$ cat src/rtl/dmm_key_ctrl.sv
// Front-panel key controller: one-at-a-time key arbitration, short/long/repeat
// press classification and the mode/range/hold configuration registers.
module dmm_key_ctrl #(
  parameter int N_KEY    = 4,
  parameter int CNT_W    = 4,
  parameter int DEB_RISE = 10,
  parameter int DEB_FALL = 10,
  parameter int TICK_DIV = 100000,
  parameter int LONG_T   = 1000,
  parameter int REP_T    = 200,
  parameter int N_MODE   = 4,
  parameter int N_RANGE  = 4
) (
  input  logic                       clk,
  input  logic                       rst_n,
  input  logic [N_KEY-1:0]           key_i,
  output logic [CNT_W-1:0]           deb_rise_o,
  output logic [CNT_W-1:0]           deb_fall_o,
  output logic                       evt_valid_o,
  output logic [$clog2(N_KEY)-1:0]   evt_key_o,
  output logic [1:0]                 evt_type_o,
  output logic [$clog2(N_MODE)-1:0]  mode_o,
  output logic [$clog2(N_RANGE)-1:0] range_o,
  output logic                       hold_o
);

  localparam int KEY_W    = $clog2(N_KEY);
  localparam int MODE_W   = $clog2(N_MODE);
  localparam int RANGE_W  = $clog2(N_RANGE);
  localparam int PRE_W    = $clog2(TICK_DIV);
  localparam int HOLD_MAX = (LONG_T > REP_T) ? LONG_T : REP_T;
  localparam int HOLD_W   = $clog2(HOLD_MAX);

  localparam logic [PRE_W-1:0]   PRE_LAST   = PRE_W'(TICK_DIV - 1);
  localparam logic [HOLD_W-1:0]  LONG_LAST  = HOLD_W'(LONG_T - 1);
  localparam logic [HOLD_W-1:0]  REP_LAST   = HOLD_W'(REP_T - 1);
  localparam logic [MODE_W-1:0]  MODE_LAST  = MODE_W'(N_MODE - 1);
  localparam logic [RANGE_W-1:0] RANGE_LAST = RANGE_W'(N_RANGE - 1);

  typedef enum logic [1:0] {IDLE, PRESS, HELD, WAIT_REL} state_t;
  typedef enum logic [1:0] {EVT_SHORT = 2'd0, EVT_LONG = 2'd1, EVT_REPEAT = 2'd2} evt_t;

  state_t              state_reg;
  logic [PRE_W-1:0]    presc_reg;
  logic [HOLD_W-1:0]   hold_cnt_reg;
  logic [KEY_W-1:0]    sel_reg;
  logic [KEY_W-1:0]    low_idx;
  logic                tick;
  logic                key_sel;
  logic                fire;
  evt_t                fire_type;

  assign deb_rise_o = CNT_W'(DEB_RISE);
  assign deb_fall_o = CNT_W'(DEB_FALL);

  assign tick    = (presc_reg == PRE_LAST);
  assign key_sel = key_i[sel_reg];

  // Scan from the top so the lowest pressed index is the last one written.
  always_comb begin
    low_idx = '0;
    for (int i = N_KEY - 1; i >= 0; i--) begin
      if (key_i[i]) low_idx = KEY_W'(i);
    end
  end

  // Event decode; a release always beats a coincident tick.
  always_comb begin
    fire      = 1'b0;
    fire_type = EVT_SHORT;
    case (state_reg)
      PRESS: begin
        if (!key_sel) begin
          fire      = 1'b1;
          fire_type = EVT_SHORT;
        end else if (tick && hold_cnt_reg == LONG_LAST) begin
          fire      = 1'b1;
          fire_type = EVT_LONG;
        end
      end
      HELD: begin
        if (key_sel && tick && hold_cnt_reg == REP_LAST) begin
          fire      = 1'b1;
          fire_type = EVT_REPEAT;
        end
      end
      default: ;
    endcase
  end

  always_ff @(posedge clk or negedge rst_n) begin
    if (!rst_n) begin
      state_reg    <= IDLE;
      presc_reg    <= '0;
      hold_cnt_reg <= '0;
      sel_reg      <= '0;
      evt_valid_o  <= 1'b0;
      evt_key_o    <= '0;
      evt_type_o   <= '0;
      mode_o       <= '0;
      range_o      <= '0;
      hold_o       <= 1'b0;
    end else begin
      presc_reg   <= tick ? '0 : presc_reg + PRE_W'(1);
      evt_valid_o <= fire;
      if (fire) begin
        evt_key_o  <= sel_reg;
        evt_type_o <= fire_type;
      end

      case (state_reg)
        IDLE: begin
          if (key_i != '0) begin
            sel_reg      <= low_idx;
            hold_cnt_reg <= '0;
            state_reg    <= PRESS;
          end
        end
        PRESS: begin
          if (!key_sel) begin
            hold_cnt_reg <= '0;
            state_reg    <= WAIT_REL;
          end else if (fire) begin
            hold_cnt_reg <= '0;
            state_reg    <= HELD;
          end else if (tick) begin
            hold_cnt_reg <= hold_cnt_reg + HOLD_W'(1);
          end
        end
        HELD: begin
          if (!key_sel) begin
            hold_cnt_reg <= '0;
            state_reg    <= WAIT_REL;
          end else if (fire) begin
            hold_cnt_reg <= '0;
          end else if (tick) begin
            hold_cnt_reg <= hold_cnt_reg + HOLD_W'(1);
          end
        end
        default: begin
          // Unselected keys stay ignored until the whole panel is released.
          if (key_i == '0) begin
            hold_cnt_reg <= '0;
            state_reg    <= IDLE;
          end
        end
      endcase

      if (fire) begin
        if (sel_reg == KEY_W'(0)) begin
          if (fire_type == EVT_SHORT) begin
            mode_o  <= (mode_o == MODE_LAST) ? '0 : mode_o + MODE_W'(1);
            range_o <= '0;
          end else if (fire_type == EVT_LONG) begin
            mode_o  <= '0;
            range_o <= '0;
            hold_o  <= 1'b0;
          end
        end else if (sel_reg == KEY_W'(1)) begin
          if (fire_type != EVT_LONG)
            range_o <= (range_o == RANGE_LAST) ? '0 : range_o + RANGE_W'(1);
        end else if (sel_reg == KEY_W'(2)) begin
          if (fire_type == EVT_SHORT) hold_o <= ~hold_o;
        end else if (sel_reg == KEY_W'(3)) begin
          if (fire_type != EVT_LONG)
            range_o <= (range_o == '0) ? RANGE_LAST : range_o - RANGE_W'(1);
        end
      end
    end
  end

endmodule
$ cat config.mk
export PLATFORM = sky130hd
export DESIGN_NAME = dmm_key_ctrl
export DESIGN_NICKNAME = d
export VERILOG_FILES = /design/src/rtl/dmm_key_ctrl.sv
export SDC_FILE = /design/constraint.sdc
export NUM_CORES = 1
export LEC_CHECK = 0
export ABC_AREA = 1
export BUFFER_PORTS_ARGS = -buffer_cell sky130_fd_sc_hd__buf_2
export CAP_MARGIN = 10
export CELL_PAD_IN_SITES_DETAIL_PLACEMENT = 0
export CELL_PAD_IN_SITES_GLOBAL_PLACEMENT = 1
export CORE_MARGIN = 5
export CORE_UTILIZATION = 43
export DETAILED_ROUTE_END_ITERATION = 12
export HOLD_SLACK_MARGIN = 0.08
export MAX_ROUTING_LAYER = met4
export PLACE_DENSITY_LB_ADDON = 0.1
export SYNTH_ARGS = -nofsm -noshare
export SYNTH_HDL_FRONTEND = slang
export SYNTH_SLANG_ARGS = --single-unit
$ cat constraint.sdc
create_clock -name clk -period 2.3 [get_ports clk]
set_input_delay 0.115 -clock clk [delete_from_list [all_inputs] [get_ports clk]]
set_output_delay 0.115 -clock clk [all_outputs]
set_load 0.02 [all_outputs]
==> results by stage, run 1 <==
Outcome:
- The run finished with clean final reports.

Global route:
- The via count of the first global-routing pass is 2017.
- Entering global routing, the biggest net connects between 40 and 50 pins.
- Global routing used 15.1% of the available tracks across all layers.
- The overflow left after global routing is 0.
- The first global-routing pass estimated 8950 microns of wire.
- The number of antenna violations at the first check in global routing is 0.

Cells and area:
- The fraction of the core area covered by cells at the end of the flow is 49.9%.
- The post-synthesis to final-layout area growth is 10.8%.
- The number of flip-flops in the largest register is 17.
- The count of placed standard cells in the final layout, fillers left out is 433.
- The number of nets in the final layout is 375.
- The number of antenna cells inserted is 0.
- Cells with a size suffix above 1 make up 14.4% of the layout.

Clock tree:
- The TritonCTS clock tree is done.
- TritonCTS created 5 clock buffers.
- The clock-pin slew reported for the worst setup and hold paths after clock tree synthesis is 0.08 ns.
- The tree is rooted in a sky130_fd_sc_hd__clkbuf_8.
- The number of setup buffers added after CTS is 0.
- The later pin in the worst-skew pair is clocked with a latency of ~0.30 ns.
- The longest clock path from root to sink contains 2 buffers.
- In this run the number of H-tree levels came out at 2.
- Clock tree synthesis found a total of 41 sinks.
- The post-cts resize count is 0.

Power and ir drop:
- In this run the static leakage power is between 0.001 and 0.0015 uW.
- The power per unit of standard cell area is 927 nW/um^2.
- Across the VDD grid, the largest voltage drop is 0.471 mV.

Setup path:
- The end of the worst register-to-register path is hold_cnt_reg[4]$_DFFE_PN0P_.
- By startpoint and endpoint, the worst setup path is classified as reg2reg.
- The startpoint identified for the worst register-to-register timing path is state_reg[1]$_DFFE_PN0P_.
- STA classifies the critical path endpoint as a flip-flop.
- Data on the critical path is required at its endpoint by between 2 and 2.5 ns.
- The type of element launching the critical path is a flip-flop.
- The slack of the worst reg-to-reg path is 0.36 ns.
- For the worst flop-to-flop path, the logic depth is 11.
- In this run the worst path has a maximum fanout of 7.
- At the worst endpoint, the arrival time is between 2 and 2.5 ns.

Hold path:
- The worst hold path belongs to the class in2reg.
- The path with the worst hold slack has its endpoint at sel_reg[0]$_DFFE_PN0P_.
- The startpoint identified for the worst hold timing path is key_i[2].
- Counting instances, the worst hold path has a depth of 4.

Detailed routing:
- In this run, the number of DRC markers left after iteration 0 of detailed routing was 89.
- Dividing the detail-routed via count by the number of cells gives about 4.8.
- The number of design rule violations left after detail routing is 0.
- The total wire length is 5090 microns.
- The count of nets left with antenna violations once routing finished came out at 0.
- Before antenna repair, the detailed router went through 4 iterations.
- The average detailed-routed wire length per instance is 11.8 microns.
- For this block, the via count after detailed routing is between 2000 and 2500.

Yosys:
- The count of unique library cells instantiated by Yosys is 31.
- A synthesized cell averages 7.43 sq um.
- The synthesis-stage register bit count is 41.
- The synthesized instance count is roughly 340.
- The netlist area before placement is 2510 sq um.
- The Yosys step of the flow raised 0 warnings.
- The share of synthesized area occupied by flip-flops and latches is 40.9%.

Flow run:
- Max-cap violations in this run came to 0.

STA:
- The share of the cycle needed by the critical path after routing is 84.4%.
- The upper clock frequency limit is 0.515 GHz.
- The total setup violations reported at the end of the flow is 0.
- The pin slew with the least headroom to its limit is 0.921 ns.
- Between clock sinks in the finished design, the worst skew comes to between 0.007 and 0.008 ns.
- The number of max-slew violations in the final report is 0.
- The remaining max-slew budget at the tightest pin is 38.6%.
- The minimum clock period after layout is 1.94 ns.
- Setup repair after global routing left no endpoint under its margin.
- The number of hold violations in the final report came to 0.
- The setup TNS after final layout is 0 ns.

Placed design:
- Counting tap cells, the placed design contains a total of between 400 and 500 instances.
- At the end of routability-driven placement, the weighted congestion stood at 0.832.
- The sum of net half-perimeters after detailed placement is 3820 microns.
- The count of port buffers added during placement is 15.

Floorplan:
- The initial core utilization is 45.0%.
- The horizontal die dimension is 86.4 microns.
- The placeable core region is about 5600 sq um.
- The top-level I/O count is 24.
- The area enclosed by the die boundary is 7460 sq um.
- The die boundary height is around 86 microns.
- The floorplan has 27 rows.
==> timing repair <==
action                     4_1_cts  5_1_grt
setup endpoints to repair        0        0
hold buffers                     3        0
hold endpoints to repair        43        0
==> placed cells by master, fill, tap and decap left out, drive strengths merged <==
master and instances:
o31ai 2, and3 1, dlygate4sd3 3, a31oi 2, ha 9, nor2 49, clkinvlp 1, nand4 9
bufinv 1, nor3 5, xnor2 1, nand3 30, nand2 80, inv 58, xor2 4, conb 8
dfrtp 41, clkinv 1, buf 15, a21oi 13, o21ai 20, clkbuf 6, a22o 1, o41ai 1
==> metrics by stage <==
step                cell area [sq um]  total power (uW)  setup WS [ns]  hold slack, ns
floorplan                        2530              1720          0.619          -0.181
global placement                 2630              1970          0.321           0.312
detailed placement               2630              1980          0.328           0.314
CTS                              2780              2610          0.321           0.189
global route                     2780              2790          0.146           0.191
finish                           2780              2580          0.359           0.193
==> power breakdown <==
group / switching, uW / total (uW) / internal (uW)
Sequential: 96.2 / 912 / 816
Combinational: 720 / 1050 / 328
Clock: 265 / 618 / 353
Total: 1080 / 2580 / 1500
==> synth_stat cells <==
cell type	n	share of area [%]
sky130_fd_sc_hd__a21oi_2	1	0.35
sky130_fd_sc_hd__buf_4	9	2.7
sky130_fd_sc_hd__nor3_1	3	0.60
sky130_fd_sc_hd__a31oi_1	2	0.50
sky130_fd_sc_hd__o31ai_1	2	0.60
sky130_fd_sc_hd__dfrtp_1	41	41
sky130_fd_sc_hd__and3_1	1	0.25
sky130_fd_sc_hd__nand2_4	2	0.90
sky130_fd_sc_hd__nand2_1	75	11
sky130_fd_sc_hd__nor2_1	41	6.1
sky130_fd_sc_hd__nand3_1	27	5.4
sky130_fd_sc_hd__a22o_1	1	0.35
sky130_fd_sc_hd__a21oi_1	12	2.4
sky130_fd_sc_hd__nor3_2	2	0.80
sky130_fd_sc_hd__inv_2	9	1.3
sky130_fd_sc_hd__nand2_2	3	0.75
sky130_fd_sc_hd__ha_1	9	4.5
sky130_fd_sc_hd__xnor2_1	1	0.35
sky130_fd_sc_hd__nor2_8	1	0.80
sky130_fd_sc_hd__nor2_4	1	0.45
sky130_fd_sc_hd__nor2_2	6	1.5
sky130_fd_sc_hd__xor2_1	4	1.4
sky130_fd_sc_hd__nand4_1	9	2.2
sky130_fd_sc_hd__clkinv_2	1	0.20
sky130_fd_sc_hd__inv_1	49	7.3
sky130_fd_sc_hd__nand3_2	2	0.80
sky130_fd_sc_hd__o41ai_1	1	0.35
sky130_fd_sc_hd__nand3_4	1	0.70
sky130_fd_sc_hd__o21ai_1	4	0.80
sky130_fd_sc_hd__conb_1	2	0.30
sky130_fd_sc_hd__o21ai_0	16	3.2
==> routing by layer <==
layer / GRT usage, % / wire [microns] / up-vias
li1: - / - / 1098
met1: 19.9 / 2570 / 930
met2: 23.6 / 2260 / 24
met3: 3.23 / 215 / 7
met4: 3.82 / 54 / 0
met5: - / 0 / -
==> worst max-delay path, cell delays in order, from the launching register on <==
cell and delay (ns):
sky130_fd_sc_hd__dfrtp_1 0.42, sky130_fd_sc_hd__inv_1 0.09, sky130_fd_sc_hd__ha_1 0.20, sky130_fd_sc_hd__inv_1 0.09, sky130_fd_sc_hd__nor2_1 0.10, sky130_fd_sc_hd__nand3_1 0.07
sky130_fd_sc_hd__nor2_1 0.16, sky130_fd_sc_hd__nand3_1 0.18, sky130_fd_sc_hd__nand3_1 0.13, sky130_fd_sc_hd__nand2_1 0.16, sky130_fd_sc_hd__inv_1 0.18, sky130_fd_sc_hd__nor2_1 0.06
==> layout make-up <==
type / count / area [sq um]
Inverter: 59 / 223
Sequential cell: 41 / 1030
Fill cell: 580 / 2790
Multi-Input combinational cell: 235 / 1220
Clock buffer: 6 / 82.6
Clock inverter: 2 / 37.5
Tap cell: 72 / 90.1
Timing Repair Buffer: 18 / 105
==> kinds of logic (layout without fill, tap and decap cells) <==
logic type	Yosys count	after routing	share of synthesized area, %
AO/OA/AOI/OAI	39	39	8.52
XOR/XNOR	5	5	1.74
adder cells (fa/ha/maj)	9	9	4.49
buffers and inverters	68	85	11.6
flip-flops	41	41	40.9
other	2	8	0.299
AND/OR/NAND/NOR	174	174	32.5
==> how the worst max path moves through the flow <==
stage                             startpoint                          end  slack [ns]  depth (start not counted)
CTS                 state_reg[1]$_DFFE_PN0P_  hold_cnt_reg[4]$_DFFE_PN0P_        0.32                         11
finish              state_reg[1]$_DFFE_PN0P_  hold_cnt_reg[4]$_DFFE_PN0P_        0.36                         11
floorplan           state_reg[1]$_DFFE_PN0P_     state_reg[1]$_DFFE_PN0P_        0.62                         13
global route        state_reg[1]$_DFFE_PN0P_  hold_cnt_reg[4]$_DFFE_PN0P_        0.15                         11
global placement    state_reg[1]$_DFFE_PN0P_  hold_cnt_reg[2]$_DFFE_PN0P_        0.32                         11
detailed placement  state_reg[1]$_DFFE_PN0P_  hold_cnt_reg[4]$_DFFE_PN0P_        0.33                         11
No activity file was read; power rests on OpenSTA's default activity.
==> run 2, diff against run 1 <==
--- a/config.mk
+++ b/config.mk
@@ -5,13 +5,13 @@
 export SDC_FILE = /design/constraint.sdc
 export NUM_CORES = 1
 export LEC_CHECK = 0
-export ABC_AREA = 1
+export ABC_AREA = 0
 export BUFFER_PORTS_ARGS = -buffer_cell sky130_fd_sc_hd__buf_2
 export CAP_MARGIN = 10
 export CELL_PAD_IN_SITES_DETAIL_PLACEMENT = 0
 export CELL_PAD_IN_SITES_GLOBAL_PLACEMENT = 1
 export CORE_MARGIN = 5
-export CORE_UTILIZATION = 43
+export CORE_UTILIZATION = 41
 export DETAILED_ROUTE_END_ITERATION = 12
 export HOLD_SLACK_MARGIN = 0.08
 export MAX_ROUTING_LAYER = met4
==> constraint.sdc (replaced) <==
create_clock -name clk -period 1.7 [get_ports clk]
set_input_delay 0.085 -clock clk [delete_from_list [all_inputs] [get_ports clk]]
set_output_delay 0.085 -clock clk [all_outputs]
set_load 0.02 [all_outputs]
==> results by stage, run 2 <==
Cells and area:
- The area of combinational cells with multiple inputs is 1330 sq um (+9.5%).
- The total of fill cells in the finished design was 488 (-16%).
- The number of nets in the final layout is 332 (-11%).
- The library cells used most frequently in the layout, excluding fill and tap cells, are sky130_fd_sc_hd__buf_4, sky130_fd_sc_hd__dfrtp_1, sky130_fd_sc_hd__nor2_1.
- The number of antenna cells inserted was 0 (unchanged).
- The post-synthesis to final-layout area growth is 43.1%.
- The share of layout cells above drive strength 1 is 45.6% (+31 points).
- The sequential cell area came to 1030 sq um (+0.12%).
- The number of flip-flops in the largest register is 17 (unchanged).
- Leaving out fill and tap cells, the most frequent cell in the layout is sky130_fd_sc_hd__buf_4.

Power and ir drop:
- The power consumption was 4070 uW (+58%).
- The worst vdd rail ir drop is 0.661 mV (+40%).
- The proportion of power drawn by the clock network came to 15.3% (-8.7 points).
- The share of total power in combinational logic was 54.6% (+14 points).
- The power per unit of standard cell area is 1250 nW/um^2 (+35%).
- The share of total power consumed by net switching is 38.0% (-3.9 points).
- The static leakage is 0.00153 uW (+2.8%).
- The internal power is 2520 uW (+68%).
- The fraction of power consumed by sequential logic is 30.1% (-5.3 points).
- The net load switching power is 1550 uW (+43%).

Setup path:
- The data required time at the worst endpoint came to 1.88 ns (-0.61 ns).
- The data arrival at the endpoint of the critical path was 2.26 ns (+0.13 ns).
- The type of element launching the critical path is a flip-flop.
- The worst-path maximum fanout came to 4 (-3).
- The slack of the worst reg-to-reg path is -0.39 ns (-0.74 ns).
- The endpoint type of the worst setup path is a flip-flop.
- The path type of the worst setup path is reg2reg.

Detailed routing:
- The number of design rule violations left after detail routing is 0 (unchanged).
- The average detailed-routed wire length per instance is 12.8 microns (+9.1%).
- The total vias in the final route came to 1906 (-7.4%).
- The number of detailed-route iterations in the first pass was 4 (unchanged).
- The routed wire length on met3 is 242 microns (+13%).
- The violation count after the first detailed-route iteration is 61 (-31%).
- The number of nets with antenna violations after routing was 0 (unchanged).
- The highest metal layer with signal wires is met4.
- The total wire length came to 5010 microns (-1.7%).
- The wire length on met2 came to 2470 microns (+9.3%).
- The detailed-route vias per instance is 4.89 (+2.8%).
- The met1 routed wirelength after detailed routing is 2230 microns (-13%).

Outcome:
- The flow ran to the end, but the final reports show violations.
- The checks that failed: setup timing.

STA:
- The number of max-slew violations in the final report is 0 (unchanged).
- The minimum clock period after layout is 2.09 ns (+0.145 ns).
- The worst clock skew came to 0.0101 ns (+0.00272 ns).
- The setup slack after layout was -0.385 ns (-0.745 ns).
- The number of hold violations in the final report was 0 (unchanged).
- Setup repair after global routing could not meet its margin everywhere.
- The share of the cycle needed by the critical path after routing was 123% (+38 points).
- The total setup violations reported at the end of the flow was 22 (+22).
- The minimum hold slack came to 0.147 ns (-0.0452 ns).
- The upper clock frequency limit is 0.480 GHz (-6.9%).

Yosys:
- The average instance area after synthesis is 10.1 sq um (+36%).
- The share of synthesized flip-flops with an asynchronous set or reset is 100% (unchanged).
- The cell taking the most area after synthesis is sky130_fd_sc_hd__dfrtp_1.
- The most common cell in the netlist is sky130_fd_sc_hd__dfrtp_1.
- The commonest cells after synthesis are sky130_fd_sc_hd__dfrtp_1, sky130_fd_sc_hd__nor2_1, sky130_fd_sc_hd__nand2_1, sky130_fd_sc_hd__xor2_1.
- The count of unique library cells instantiated by Yosys was 46 (+48%).
- Among all flip-flop cells after synthesis, the most frequent one is sky130_fd_sc_hd__dfrtp_1.
- The count of warnings emitted by yosys is 0 (unchanged).
- The count of flip-flops with a built-in enable after synthesis was 0 (unchanged).
- The netlist area before placement came to 2270 sq um (-9.7%).
- The top cell type's share of synthesized area is 45.3% (+4.4 points).
- The synthesis-stage register bit count is 41 (unchanged).
- After synthesis, the cell types taking the most area are sky130_fd_sc_hd__dfrtp_1, sky130_fd_sc_hd__ha_1, sky130_fd_sc_hd__xor2_1, sky130_fd_sc_hd__xnor2_1, sky130_fd_sc_hd__nor2_1.
- The synthesized instance count is 224 (-34%).
- The share of synthesized area occupied by flip-flops and latches came to 45.3% (+4.4 points).

Floorplan:
- The die boundary height was 84.4 microns (-2.4%).
- The initial core utilization came to 41.7% (-3.3 points).
- The top-level I/O count is 24 (unchanged).
- The horizontal die dimension was 84.4 microns (-2.4%).
- The placeable core region is 5440 sq um (-2.4%).
- The placement row count is 27 (unchanged).
- The area enclosed by the die boundary is 7120 sq um (-4.7%).

Global route:
- The number of antenna violations at the first check in global routing is 0 (unchanged).
- The overall global routing resource usage came to 15.3% (+0.20 points).
- The overflow left after global routing is 0 (unchanged).
- The pin count of the biggest net entering global routing came to 23 (-45%).
- The first-pass GRT wire length came to 8530 microns (-4.7%).
- The via count of the first global-routing pass came to 1883 (-6.6%).

Placed design:
- The count of port buffers added during placement is 15 (unchanged).
- The worst slack at placement came to -0.392 ns (-0.720 ns).
- The final RePlAce weighted congestion is 0.789 (-5.1%).
- The sum of net half-perimeters after detailed placement is 3710 microns (-3.0%).

Clock tree:
- The H-tree depth is 2 (unchanged).
- The total number of clock tree sinks is 41 (unchanged).
- TritonCTS built the clock tree.
- The clock-pin slew reported for the worst setup and hold paths after clock tree synthesis is 0.09 ns (about the same).
- The clock tree root buffer cell is sky130_fd_sc_hd__clkbuf_8.
- The number of buffers inserted during clock tree synthesis was 5 (unchanged).
- The worst-case clock buffer depth came to 2 (unchanged).
- The clock insertion delay at the later pin of the skew report is 0.29 ns (about the same).

Hold path:
- The worst hold path belongs to the class in2reg.

Flow run:
- The number of max-cap violations is 0 (unchanged).
run 2: changes by cell type after synthesis, sizes merged, moves of 6 or more:
cell and change:
inv -49, nor2 -26, xor2 +8, o21ai -8
xnor2 +10, nand2 -61, nor4 +6, a21oi -9
nand3 -19, mux2 +6
run 2: worst paths after layout:
path,from,end,depth (start not counted)
max,sel_reg[1]$_DFFE_PN0P_,range_o[1]$_DFFE_PN0P_,6
min,key_i[0],sel_reg[1]$_DFFE_PN0P_,4
max reg2reg,sel_reg[1]$_DFFE_PN0P_,range_o[1]$_DFFE_PN0P_,6
min reg2reg,evt_type_o[0]$_DFFE_PN0P_,evt_type_o[0]$_DFFE_PN0P_,2
max in group asynchronous,rst_n,presc_reg[5]$_DFF_PN0_,3
min in group asynchronous,rst_n,sel_reg[0]$_DFFE_PN0P_,2
run 2: power by group through the flow:
stage               Sequential [uW]  Combinational (uW)  Clock [uW]
CTS                            1210                2020         642
floorplan                      1320                1020           0
finish                         1230                2220         623
global placement               1220                1790           0
detailed placement             1230                1780           0
global route                   1250                2410         696
run 2: per-layer routing:
layer | global-route usage [%] | vias to the layer above
li1 | - | 952
met3 | 4.61 | 8
met5 | - | -
met4 | 4.75 | 0
met2 | 24.9 | 46
met1 | 18.2 | 900
run 2: repair_timing:
item	4_1_cts	5_1_grt
setup endpoints to repair	22	25
hold buffers	1	0
resized for setup	19	19
gates cloned	0	0
buffers inserted	5	2
pin swaps	4	8
hold endpoints to repair	19	0
run 2: cell type report:
class | instances | area share, %
clock buffer | 6 | 2.24
tap | 72 | 2.78
multi-input combinational | 169 | 41.0
inverter | 9 | 1.04
clock inverter | 2 | 0.309
sequential | 41 | 31.7
timing repair buffer | 91 | 20.9
run 2: cell families after synthesis:
| logic type | after synthesis | synth area share [%] |
|---|---|---|
| AOI/OAI and AO/OA | 26 | 7.56 |
| xor gates and xnor gates | 23 | 8.89 |
| adders and majority gates | 9 | 4.97 |
| buffers and inverters | 20 | 5.08 |
| DFF | 41 | 45.3 |
| muxes | 8 | 4.58 |
| other | 2 | 0.331 |
| and+or+nand+nor | 95 | 23.3 |
run 2: worst max-delay path, stage by stage (launching register included):
cell and delay, ns:
sky130_fd_sc_hd__dfrtp_1 0.41, sky130_fd_sc_hd__mux4_2 0.40, sky130_fd_sc_hd__or3b_4 0.40, sky130_fd_sc_hd__or3_4 0.34, sky130_fd_sc_hd__nand2_2 0.07, sky130_fd_sc_hd__o21ai_2 0.07
sky130_fd_sc_hd__mux2_4 0.29
run 2: metrics by stage:
stage                     area, sq um  utilization, %  std cells  setup TNS, ns
after floorplan                  2360               -        230          -3.67
after global placement           2950            54.3        374          -5.65
after detailed placement         2950            54.3        374          -5.93
after CTS                        3150            58.0        388          -5.80
after global routing             3240            59.7        390          -8.23
final                            3240            59.7        390          -5.96
==> run 3, diff against run 2 <==
--- a/config.mk
+++ b/config.mk
@@ -6,6 +6,7 @@
 export NUM_CORES = 1
 export LEC_CHECK = 0
 export ABC_AREA = 0
+export ABC_CLOCK_PERIOD_IN_PS = 1700
 export BUFFER_PORTS_ARGS = -buffer_cell sky130_fd_sc_hd__buf_2
 export CAP_MARGIN = 10
 export CELL_PAD_IN_SITES_DETAIL_PLACEMENT = 0
@@ -13,8 +14,8 @@
 export CORE_MARGIN = 5
 export CORE_UTILIZATION = 41
 export DETAILED_ROUTE_END_ITERATION = 12
+export GPL_ROUTABILITY_DRIVEN = 0
 export HOLD_SLACK_MARGIN = 0.08
-export MAX_ROUTING_LAYER = met4
 export PLACE_DENSITY_LB_ADDON = 0.1
 export SYNTH_ARGS = -nofsm -noshare
 export SYNTH_HDL_FRONTEND = slang
==> results by stage, run 3 (synthesized netlist as in run 2, its figures left out) <==
Detailed routing:
- The number of detailed-route iterations in the first pass was 4 (unchanged).
- The total wire length came to 5010 microns (unchanged).
- The number of design rule violations left after detail routing is 0 (unchanged).
- The violation count after the first detailed-route iteration is 56 (-8.2%).
- The number of nets with antenna violations after routing is 0 (unchanged).
- The total vias in the final route came to 1905 (-0.052%).
- The detailed-route vias per instance is 4.88 (about the same).
- The average detailed-routed wire length per instance is 12.8 microns (unchanged).

Cells and area:
- The total of fill cells in the finished design is 488 (unchanged).
- The number of antenna cells inserted is 0 (unchanged).
- The share of layout cells above drive strength 1 is 45.6% (unchanged).
- The area of combinational cells with multiple inputs was 1330 sq um (unchanged).
- The count of placed standard cells in the final layout, fillers left out is 390 (unchanged).
- The library cells used most frequently in the layout, excluding fill and tap cells, are sky130_fd_sc_hd__buf_4, sky130_fd_sc_hd__dfrtp_1, sky130_fd_sc_hd__nor2_1.
- The number of flip-flops in the largest register is 17 (unchanged).
- The number of nets in the final layout is 332 (unchanged).
- The commonest non-fill, non-tap cell in the layout is sky130_fd_sc_hd__buf_4.
- The sequential cell area is 1030 sq um (unchanged).
- The post-synthesis to final-layout area growth is 43.1% (unchanged).

Placed design:
- The number of placed instances with taps included came to 374 (unchanged).
- The sum of net half-perimeters after detailed placement is 3710 microns (unchanged).
- The worst slack at placement was -0.392 ns (unchanged).
- The count of port buffers added during placement was 15 (unchanged).

Floorplan:
- The placeable core region is 5440 sq um (unchanged).
- The initial core utilization came to 41.7% (unchanged).
- The area enclosed by the die boundary is 7120 sq um (unchanged).
- The die boundary height is 84.4 microns (unchanged).
- The placement row count is 27 (unchanged).
- The horizontal die dimension is 84.4 microns (unchanged).
- The top-level I/O count came to 24 (unchanged).

Setup path:
- The endpoint type of the worst setup path is a flip-flop.
- The worst register-to-register path begins at sel_reg[1]$_DFFE_PN0P_.
- The data arrival at the endpoint of the critical path is 2.26 ns (about the same).
- The slack of the worst reg-to-reg path was -0.39 ns (about the same).
- The data required time at the worst endpoint came to 1.88 ns (about the same).
- The endpoint identified for the worst register-to-register timing path is range_o[1]$_DFFE_PN0P_.
- The worst setup path is launched from a flip-flop.
- The depth of the worst register-to-register path is 6 (unchanged).
- The worst-path maximum fanout was 4 (unchanged).
- The critical path in this run is classified as reg2reg.

STA:
- The total setup violations reported at the end of the flow is 22 (unchanged).
- The upper clock frequency limit is 0.479 GHz (about the same).
- The minimum clock period after layout is 2.09 ns (+0.000154 ns).
- Setup repair after global routing could not meet its margin everywhere.
- The number of max-slew violations in the final report is 0 (unchanged).
- The setup slack after layout came to -0.386 ns (-0.000154 ns).
- The worst clock skew came to 0.0105 ns (+0.000330 ns).
- The number of hold violations in the final report is 0 (unchanged).
- The share of the cycle needed by the critical path after routing is 123% (about the same).

Hold path:
- The critical hold path startpoint is key_i[0].
- The path with the worst hold slack has its endpoint at sel_reg[1]$_DFFE_PN0P_.
- The worst hold path stage count is 4 (unchanged).
- The path class of the tightest hold or removal check is in2reg.

Clock tree:
- The clock insertion delay at the later pin of the skew report came to 0.29 ns (about the same).
- The number of buffers inserted during clock tree synthesis was 5 (unchanged).
- The worst-case clock buffer depth is 2 (unchanged).
- The total number of clock tree sinks is 41 (unchanged).
- The H-tree depth is 2 (unchanged).
- The clock-pin slew reported for the worst setup and hold paths after clock tree synthesis is 0.09 ns (about the same).
- TritonCTS built the clock tree.
- The clock tree root buffer cell is sky130_fd_sc_hd__clkbuf_8.

Global route:
- The via count of the first global-routing pass is 1884 (+0.053%).
- The overall global routing resource usage is 14.8% (-0.51 points).
- The pin count of the biggest net entering global routing is 23 (unchanged).
- The overflow left after global routing came to 0 (unchanged).
- The first-pass GRT wire length is 8530 microns (unchanged).
- The number of antenna violations at the first check in global routing is 0 (unchanged).

Power and ir drop:
- The power per unit of standard cell area is 1250 nW/um^2 (about the same).
- The power consumption is 4070 uW (about the same).
- The static leakage was 0.00153 uW (unchanged).
- The worst vdd rail ir drop is 0.662 mV (about the same).

Flow run:
- The number of max-cap violations is 0 (unchanged).

Outcome:
- The checks that failed: setup timing.
- The run finished, with violations left.
## run 3: timing repair
item,4_1_cts,5_1_grt
resized for setup,19,19
hold buffers,1,0
setup endpoints to repair,22,25
pin swaps,4,8
endpoints found under the hold margin,19,0
buffers inserted,5,2
## run 3: power breakdown
part	internal [uW]	leakage [uW]	switching, uW
Sequential	1110	0.000535	114
Combinational	1130	0.000950	1090
Clock	285	0.0000450	338
Total	2520	0.00153	1550
## run 3: worst max path at each step
stage,startpoint,to,slack (ns)
final,sel_reg[1]$_DFFE_PN0P_,range_o[1]$_DFFE_PN0P_,-0.39
after global routing,hold_cnt_reg[1]$_DFFE_PN0P_,range_o[1]$_DFFE_PN0P_,-0.48
after CTS,hold_cnt_reg[1]$_DFFE_PN0P_,range_o[1]$_DFFE_PN0P_,-0.40
after detailed placement,sel_reg[1]$_DFFE_PN0P_,range_o[1]$_DFFE_PN0P_,-0.39
after global placement,sel_reg[1]$_DFFE_PN0P_,range_o[1]$_DFFE_PN0P_,-0.38
after floorplan,state_reg[1]$_DFFE_PN0P_,range_o[1]$_DFFE_PN0P_,-0.39
## run 3: per-stage QoR
stage / TNS, ns / cell area (sq um) / utilization, % / hold slack [ns]
6_report: -5.96 / 3240 / 59.7 / 0.147
5_1_grt: -8.23 / 3240 / 59.7 / 0.136
4_1_cts: -5.80 / 3150 / 58.0 / 0.140
3_5_place_dp: -5.93 / 2950 / 54.3 / 0.0740
3_3_place_gp: -5.65 / 2950 / 54.3 / 0.0743
2_1_floorplan: -3.67 / 2360 / - / -0.211
## run 3: metal layers
| layer | track usage (%) | routed length [microns] |
|---|---|---|
| met2 | 24.9 | 2460 |
| met5 | 0 | 0 |
| met3 | 4.32 | 251 |
| met4 | 4.75 | 70 |
| met1 | 18.2 | 2230 |
## run 3: worst max-delay path: stages (launching register included)
cell and delay (ns):
sky130_fd_sc_hd__dfrtp_1 0.41, sky130_fd_sc_hd__mux4_2 0.40, sky130_fd_sc_hd__or3b_4 0.40, sky130_fd_sc_hd__or3_4 0.34
sky130_fd_sc_hd__nand2_2 0.07, sky130_fd_sc_hd__o21ai_2 0.07, sky130_fd_sc_hd__mux2_4 0.29
## run 3: layout make-up
cell class	count	share of cell area, %
Sequential cell	41	31.7
Multi-Input combinational cell	169	41.0
Timing Repair Buffer	91	20.9
Tap cell	72	2.78
Clock buffer	6	2.24
Clock inverter	2	0.309
Inverter	9	1.04
